==> src/rtl/wb_pkg.sv <==
// Shared definitions for the write-back result stage.
//   SEL_*      : write-back source select encodings (5-7 are illegal)
//   LFMT_*     : load format codes (funct3)
//   wb_state_e : result-holding state machine states
//   off_width  : byte-offset width for a given data width
package wb_pkg;

  localparam logic [2:0] SEL_ALU = 3'd0;
  localparam logic [2:0] SEL_MEM = 3'd1;
  localparam logic [2:0] SEL_PC4 = 3'd2;
  localparam logic [2:0] SEL_IMM = 3'd3;
  localparam logic [2:0] SEL_CSR = 3'd4;

  localparam logic [2:0] LFMT_LB  = 3'd0;
  localparam logic [2:0] LFMT_LH  = 3'd1;
  localparam logic [2:0] LFMT_LW  = 3'd2;
  localparam logic [2:0] LFMT_LD  = 3'd3;
  localparam logic [2:0] LFMT_LBU = 3'd4;
  localparam logic [2:0] LFMT_LHU = 3'd5;
  localparam logic [2:0] LFMT_LWU = 3'd6;

  typedef enum logic [1:0] {
    ST_EMPTY    = 2'd0,
    ST_WAIT_MEM = 2'd1,
    ST_FULL     = 2'd2
  } wb_state_e;

  function automatic int off_width(input int xlen);
    return $clog2(xlen / 8);
  endfunction

endpackage

==> src/rtl/load_formatter.sv <==
// Combinational load-data aligner and extender.
//   raw    : raw aligned word from memory
//   fmt    : load format (LFMT_*)
//   offset : byte offset of the access inside the word
//   data   : shifted and sign/zero-extended load value
module load_formatter
  import wb_pkg::*;
#(
  parameter int XLEN  = 32,
  parameter int OFF_W = 2
) (
  input  logic [XLEN-1:0]  raw,
  input  logic [2:0]       fmt,
  input  logic [OFF_W-1:0] offset,
  output logic [XLEN-1:0]  data
);

  logic [XLEN-1:0] shifted;

  // Misaligned offsets are shifted as given; no alignment check here.
  assign shifted = raw >> {offset, 3'b000};

  always_comb begin
    data = raw;
    case (fmt)
      LFMT_LB:  data = XLEN'($signed(shifted[7:0]));
      LFMT_LH:  data = XLEN'($signed(shifted[15:0]));
      LFMT_LBU: data = XLEN'(shifted[7:0]);
      LFMT_LHU: data = XLEN'(shifted[15:0]);
      // On a 32-bit core a word load is the whole word, passed unshifted.
      LFMT_LW:  if (XLEN != 32) data = XLEN'($signed(shifted[31:0]));
      LFMT_LWU: if (XLEN != 32) data = XLEN'(shifted[31:0]);
      default:  data = raw;
    endcase
  end

endmodule

==> src/rtl/wb_result_stage.sv <==
// Registered write-back stage: selects the result source, formats load data
// (waiting for late memory data if needed) and holds one result behind a
// valid/ready handshake toward the register file.
//   clk, reset          : clock, synchronous active-high reset
//   in_valid/in_ready   : handshake from the execute stage
//   in_sel, in_load_fmt : source select and load format
//   in_alu/pc4/imm/csr  : candidate results (in_alu is also the load address)
//   in_rd, in_we        : destination register and write request
//   mem_rvalid/rdata    : load data return
//   out_valid/out_ready : handshake to the register file
//   out_data/rd/we      : write-back value, register, qualified enable
//   retire_count        : completed output handshakes (wraps)
//   err_illegal_sel     : pulse on accept of an illegal select
//   err_stray_rdata     : pulse on unexpected load data
//
// state       | meaning
// ST_EMPTY    | no result held, ready to accept
// ST_WAIT_MEM | load accepted, waiting for mem_rvalid
// ST_FULL     | result held and presented on out_*
module wb_result_stage
  import wb_pkg::*;
#(
  parameter int XLEN  = 32,
  parameter int CNT_W = 32
) (
  input  logic             clk,
  input  logic             reset,
  input  logic             in_valid,
  output logic             in_ready,
  input  logic [2:0]       in_sel,
  input  logic [2:0]       in_load_fmt,
  input  logic [XLEN-1:0]  in_alu,
  input  logic [XLEN-1:0]  in_pc4,
  input  logic [XLEN-1:0]  in_imm,
  input  logic [XLEN-1:0]  in_csr,
  input  logic [4:0]       in_rd,
  input  logic             in_we,
  input  logic             mem_rvalid,
  input  logic [XLEN-1:0]  mem_rdata,
  output logic             out_valid,
  input  logic             out_ready,
  output logic [XLEN-1:0]  out_data,
  output logic [4:0]       out_rd,
  output logic             out_we,
  output logic [CNT_W-1:0] retire_count,
  output logic             err_illegal_sel,
  output logic             err_stray_rdata
);

  localparam int OFF_W = off_width(XLEN);

  wb_state_e        state, state_nxt;
  logic [XLEN-1:0]  data_q;
  logic [4:0]       rd_q;
  logic             we_q;
  logic [2:0]       fmt_q;
  logic [OFF_W-1:0] off_q;
  logic [CNT_W-1:0] retire_q;

  logic             accept, is_load, defer_load, mem_done;
  logic [2:0]       fmt_mux;
  logic [OFF_W-1:0] off_mux;
  logic [XLEN-1:0]  fmt_data, sel_data;

  // A pending load uses the latched format/offset; otherwise the live inputs.
  assign fmt_mux = (state == ST_WAIT_MEM) ? fmt_q : in_load_fmt;
  assign off_mux = (state == ST_WAIT_MEM) ? off_q : in_alu[OFF_W-1:0];

  load_formatter #(.XLEN(XLEN), .OFF_W(OFF_W)) u_load_formatter (
    .raw    (mem_rdata),
    .fmt    (fmt_mux),
    .offset (off_mux),
    .data   (fmt_data)
  );

  always_comb begin
    state_nxt       = state;
    in_ready        = 1'b0;
    sel_data        = '0;
    err_illegal_sel = 1'b0;
    err_stray_rdata = 1'b0;

    case (state)
      ST_EMPTY: in_ready = 1'b1;
      ST_FULL:  in_ready = out_ready;
      default:  in_ready = 1'b0;
    endcase

    accept     = in_valid & in_ready;
    is_load    = (in_sel == SEL_MEM);
    defer_load = accept & is_load & ~mem_rvalid;
    mem_done   = (state == ST_WAIT_MEM) & mem_rvalid;

    case (in_sel)
      SEL_ALU: sel_data = in_alu;
      SEL_MEM: sel_data = fmt_data;
      SEL_PC4: sel_data = in_pc4;
      SEL_IMM: sel_data = in_imm;
      SEL_CSR: sel_data = in_csr;
      default: sel_data = '0;
    endcase

    case (state)
      ST_EMPTY:    if (accept) state_nxt = defer_load ? ST_WAIT_MEM : ST_FULL;
      ST_WAIT_MEM: if (mem_rvalid) state_nxt = ST_FULL;
      ST_FULL:
        if (out_ready) begin
          if (accept) state_nxt = defer_load ? ST_WAIT_MEM : ST_FULL;
          else        state_nxt = ST_EMPTY;
        end
      default:     state_nxt = ST_EMPTY;
    endcase

    // Pulses are suppressed while reset is held so reset reads all-zero.
    err_illegal_sel = ~reset & accept & (in_sel > SEL_CSR);
    err_stray_rdata = ~reset & mem_rvalid & (state != ST_WAIT_MEM) & ~(accept & is_load);
  end

  always_ff @(posedge clk) begin
    if (reset) state <= ST_EMPTY;
    else       state <= state_nxt;
  end

  always_ff @(posedge clk) begin
    if (reset) begin
      data_q   <= '0;
      rd_q     <= '0;
      we_q     <= 1'b0;
      fmt_q    <= '0;
      off_q    <= '0;
      retire_q <= '0;
    end else begin
      if (accept) begin
        rd_q <= in_rd;
        we_q <= in_we;
        if (defer_load) begin
          fmt_q <= in_load_fmt;
          off_q <= in_alu[OFF_W-1:0];
        end else begin
          data_q <= sel_data;
        end
      end else if (mem_done) begin
        data_q <= fmt_data;
      end
      if (out_valid & out_ready) retire_q <= retire_q + CNT_W'(1);
    end
  end

  assign out_valid    = (state == ST_FULL);
  assign out_data     = data_q;
  assign out_rd       = rd_q;
  assign out_we       = out_valid & we_q & (rd_q != 5'd0);
  assign retire_count = retire_q;

endmodule
==> config.mk <==
export PLATFORM = sky130hd
export DESIGN_NAME = wb_result_stage
export DESIGN_NICKNAME = d
export VERILOG_FILES = /design/src/rtl/wb_pkg.sv /design/src/rtl/load_formatter.sv /design/src/rtl/wb_result_stage.sv
export SDC_FILE = /design/constraint.sdc
export NUM_CORES = 1
export LEC_CHECK = 0
export ABC_AREA = 1
export BUFFER_PORTS_ARGS = -buffer_cell sky130_fd_sc_hd__buf_4
export CORE_MARGIN = 2
export CORE_UTILIZATION = 44
export DETAILED_ROUTE_END_ITERATION = 7
export PLACE_DENSITY = 0.9
export REMOVE_ABC_BUFFERS = 1
export SLEW_MARGIN = 5
export SYNTH_ARGS = -nofsm -noshare
export SYNTH_HDL_FRONTEND = slang
export SYNTH_SLANG_ARGS = --single-unit
==> constraint.sdc <==
create_clock -name clk -period 1.56 [get_ports clk]
set_input_delay 0.312 -clock clk [delete_from_list [all_inputs] [get_ports clk]]
set_output_delay 0.312 -clock clk [all_outputs]
set_load 0.02 [all_outputs]
==> impl_metrics.env <==
export IMPL_yosys_warnings=0
export IMPL_drv_cap=0
export IMPL_synth_seq_cells=77
export IMPL_status="finished, violations left"
export IMPL_grtUsageTotal_pct=32.26
export IMPL_fin_ws_ns=-0.4404
export IMPL_antenna_left=0
export IMPL_min_path_cells=3
export IMPL_diodes=0
export IMPL_clk_pin_slew_ns=0.06
export IMPL_endpoint_kind="flip-flop"
export IMPL_finalPower_mw=6.671
export IMPL_grt_pass1_wl_um=37120
export IMPL_mostFrequentLayoutCells="354 x buf_4, 249 x nand2_1, 89 x inv_1"
export IMPL_synth_cell_area_um2=5708
export IMPL_place_area_um2=8493
export IMPL_rows=41
export IMPL_setup_viol=63
export IMPL_final_common_cell="buf_4"
export IMPL_hold_class="in -> reg"
export IMPL_syn_inst=942
export IMPL_areaGrowthSynthToFinish_pct=77.07
export IMPL_start_util_pct=45.23
export IMPL_required_ns=1.79
export IMPL_regArea_um2=1595
export IMPL_synth_compound_area_share_pct=21.09
export IMPL_grt_overflow_total=0
export IMPL_failed_checks="setup timing"
export IMPL_routed_wl_um=27340
export IMPL_vdd_ir_drop_max_mv=0.5878
export IMPL_synth_top_family_by_area="simple AND/OR/NAND/NOR gates"
export IMPL_hold_viol_final=0
export IMPL_antenna_found_initial=0
export IMPL_fill_cells=787
export IMPL_ff2ff_path_depth=13
export IMPL_crit_arrival_ns=2.23
export IMPL_layout_drive_gt1_share_pct=46.49
export IMPL_grt_pass1_vias=7791
export IMPL_avgSynthCellArea_um2=6.059
export IMPL_drt_iter0_markers=1207
export IMPL_cp_max_fo=3
export IMPL_max_slew_margin_pct=69.71
export IMPL_ys_types=42
export IMPL_dieArea_um2=13900
export IMPL_fmax_mhz=499.9
export IMPL_die_x_um=117.9
export IMPL_reg2reg_slack_ns=-0.44
export IMPL_worstMarginPinSlew_ns=0.4503
export IMPL_fp_dieH_um=117.9
export IMPL_ys_seq_area_share_pct=27.01
export IMPL_synthFlopType="dfxtp_1"
export IMPL_wire_per_inst_um=18.45
export IMPL_cts_path_max_buffers=2
export IMPL_drtPass1Iterations=6
export IMPL_startpoint_type="flip-flop"
export IMPL_cts_root_buf="clkbuf_16"
export IMPL_tritoncts="built"
export IMPL_nets=1483
export IMPL_grt_max_degree=53
export IMPL_via_count=8659
export IMPL_grt_setup_unrepaired="yes"
export IMPL_synth_area_mux_share_pct=0
export IMPL_avgViaCountPerCell=5.843
export IMPL_multi_input_area_um2=4169
export IMPL_skew_ns=0.009367
export IMPL_regToRegStartpoint="state[0]"
export IMPL_clock_latency_ns=0.35
export IMPL_routabilityCongestion=0.9642
export IMPL_cts_htree_levels=3
export IMPL_synthAdderAreaFrac_pct=0.2192
export IMPL_power_density_nw_per_um2=660.0
export IMPL_p_leak_nw=4.838
export IMPL_async_reset_ff_share_pct=0
export IMPL_clock_sinks=77
export IMPL_synth_xor_area_share_pct=1.995
export IMPL_worst_setup_path_type="reg -> reg"
export IMPL_hpwlAfterDp_um=16770
export IMPL_design_area_um2=10110
export IMPL_slew_viol_final=0
export IMPL_io_buffers=250
export IMPL_synth_edff_count=0
export IMPL_synthSimpleGateAreaFrac_pct=38.32
export IMPL_period_share_pct=128.2
export IMPL_min_period_ns=2.000
export IMPL_ios=251
export IMPL_numCtsBuffers=9
export IMPL_holdPathEnd="fmt_q[2]"
export IMPL_drc=0
export IMPL_core_area_um2=12620
export IMPL_r2r_end="retire_count[19]"
export IMPL_hp_start="in_load_fmt[2]"
export IMPL_final_hold_worst_slack_ns=0.2207
==> how the worst max path moves through the flow <==
stage | from | slack (ns) | to
after CTS | state[0] | -0.36 | err_stray_rdata
final | state[0] | -0.44 | retire_count[19]
after floorplan | state[0] | -0.97 | out_data[17]
after global placement | state[0] | -0.24 | err_stray_rdata
after global routing | state[0] | -0.51 | retire_count[19]
after detailed placement | state[1] | -0.31 | out_data[16]
==> sequential cells by signal (all words and copies together), names as in the netlist <==
signal and cells:
off_q 2, retire_count 32, state 2, out_data 32, fmt_q 3, we_q 1
out_rd 5
==> metal layers <==
metal,GRT usage (%),vias to the layer above,share of wire [%]
met5,0,-,0
met1,40.30,3945,36
li1,-,3862,-
met4,12.95,0,5.7
met3,6.638,165,10
met2,54.14,687,48
==> through the flow <==
stage                     util, %  setup TNS [ns]  cells  setup WS, ns
after floorplan                 -          -30.70    895       -0.9674
after global placement      67.30          -6.709   1425       -0.2419
after detailed placement    67.30          -8.757   1425       -0.3085
after CTS                   72.95          -12.94   1459       -0.3584
after global routing        80.09          -20.85   1482       -0.5143
final                       80.09          -16.14   1482       -0.4404
==> Yosys cell counts, types with 3 or more instances <==
master    count  area [um^2]
o211ai_1     36        270.3
inv_1        99        371.6
nor3_1       19        95.09
nor2_1       62        232.7
nand3_1      83        415.4
clkbuf_1     26        97.59
o21ai_1       8        40.04
xor2_1        8        70.07
nand4_1      19        118.9
a221oi_1      9        78.83
o21ai_0      56        280.3
xnor2_1       5        43.79
nor2_2        3        18.77
buf_6         4        45.04
nor4_1        4        25.02
nor3b_1       4        30.03
buf_2        13        65.06
a21oi_1      80        400.4
inv_2        11        41.29
nand2_1     269         1010
a22o_1       10        87.58
dfxtp_1      77         1541
nand2_4       3        33.78
nand2_2      11        68.82
==> layout make-up <==
cell class / instances / share of cell area, %
Clock inverter: 5 / 0.8170
Timing Repair Buffer: 399 / 33.28
Inverter: 111 / 4.345
Multi-Input combinational cell: 707 / 41.25
Tap cell: 172 / 2.129
Clock buffer: 11 / 2.402
Sequential cell: 77 / 15.78
==> report_power, final <==
| part | switching [mW] | internal (mW) | leakage, nW |
|---|---|---|---|
| Sequential | 0.0706 | 2.06 | 0.645 |
| Clock | 0.890 | 1.45 | 0.160 |
| Combinational | 1.16 | 1.03 | 4.03 |
==> critical path, cell delays in order, from the launching register on <==
cell and delay (ns):
dfxtp_2 0.33, inv_2 0.06, nand2_2 0.06, inv_2 0.09, nand2_4 0.06, buf_4 0.13, buf_6 0.11, nor2_4 0.11
nand4_1 0.20, nor2_2 0.24, nand3_4 0.16, buf_6 0.16, xor2_1 0.13, nor2_1 0.06
==> repair_timing <==
item                       in CTS  in global routing
buffers inserted               17                 24
gates resized for setup        59                212
pin swaps                      11                 54
hold buffers                    0                  0
setup endpoints to repair      50                 70
cloned                          2                  5
==> kinds of logic after synthesis <==
kind of cell / count (synthesis)
AO/OA/AOI/OAI: 204
XOR/XNOR: 13
adder cells (fa/ha/maj): 1
buffers and inverters: 158
flip-flops: 77
AND/OR/NAND/NOR: 489
(Power assumes the default switching activity.)
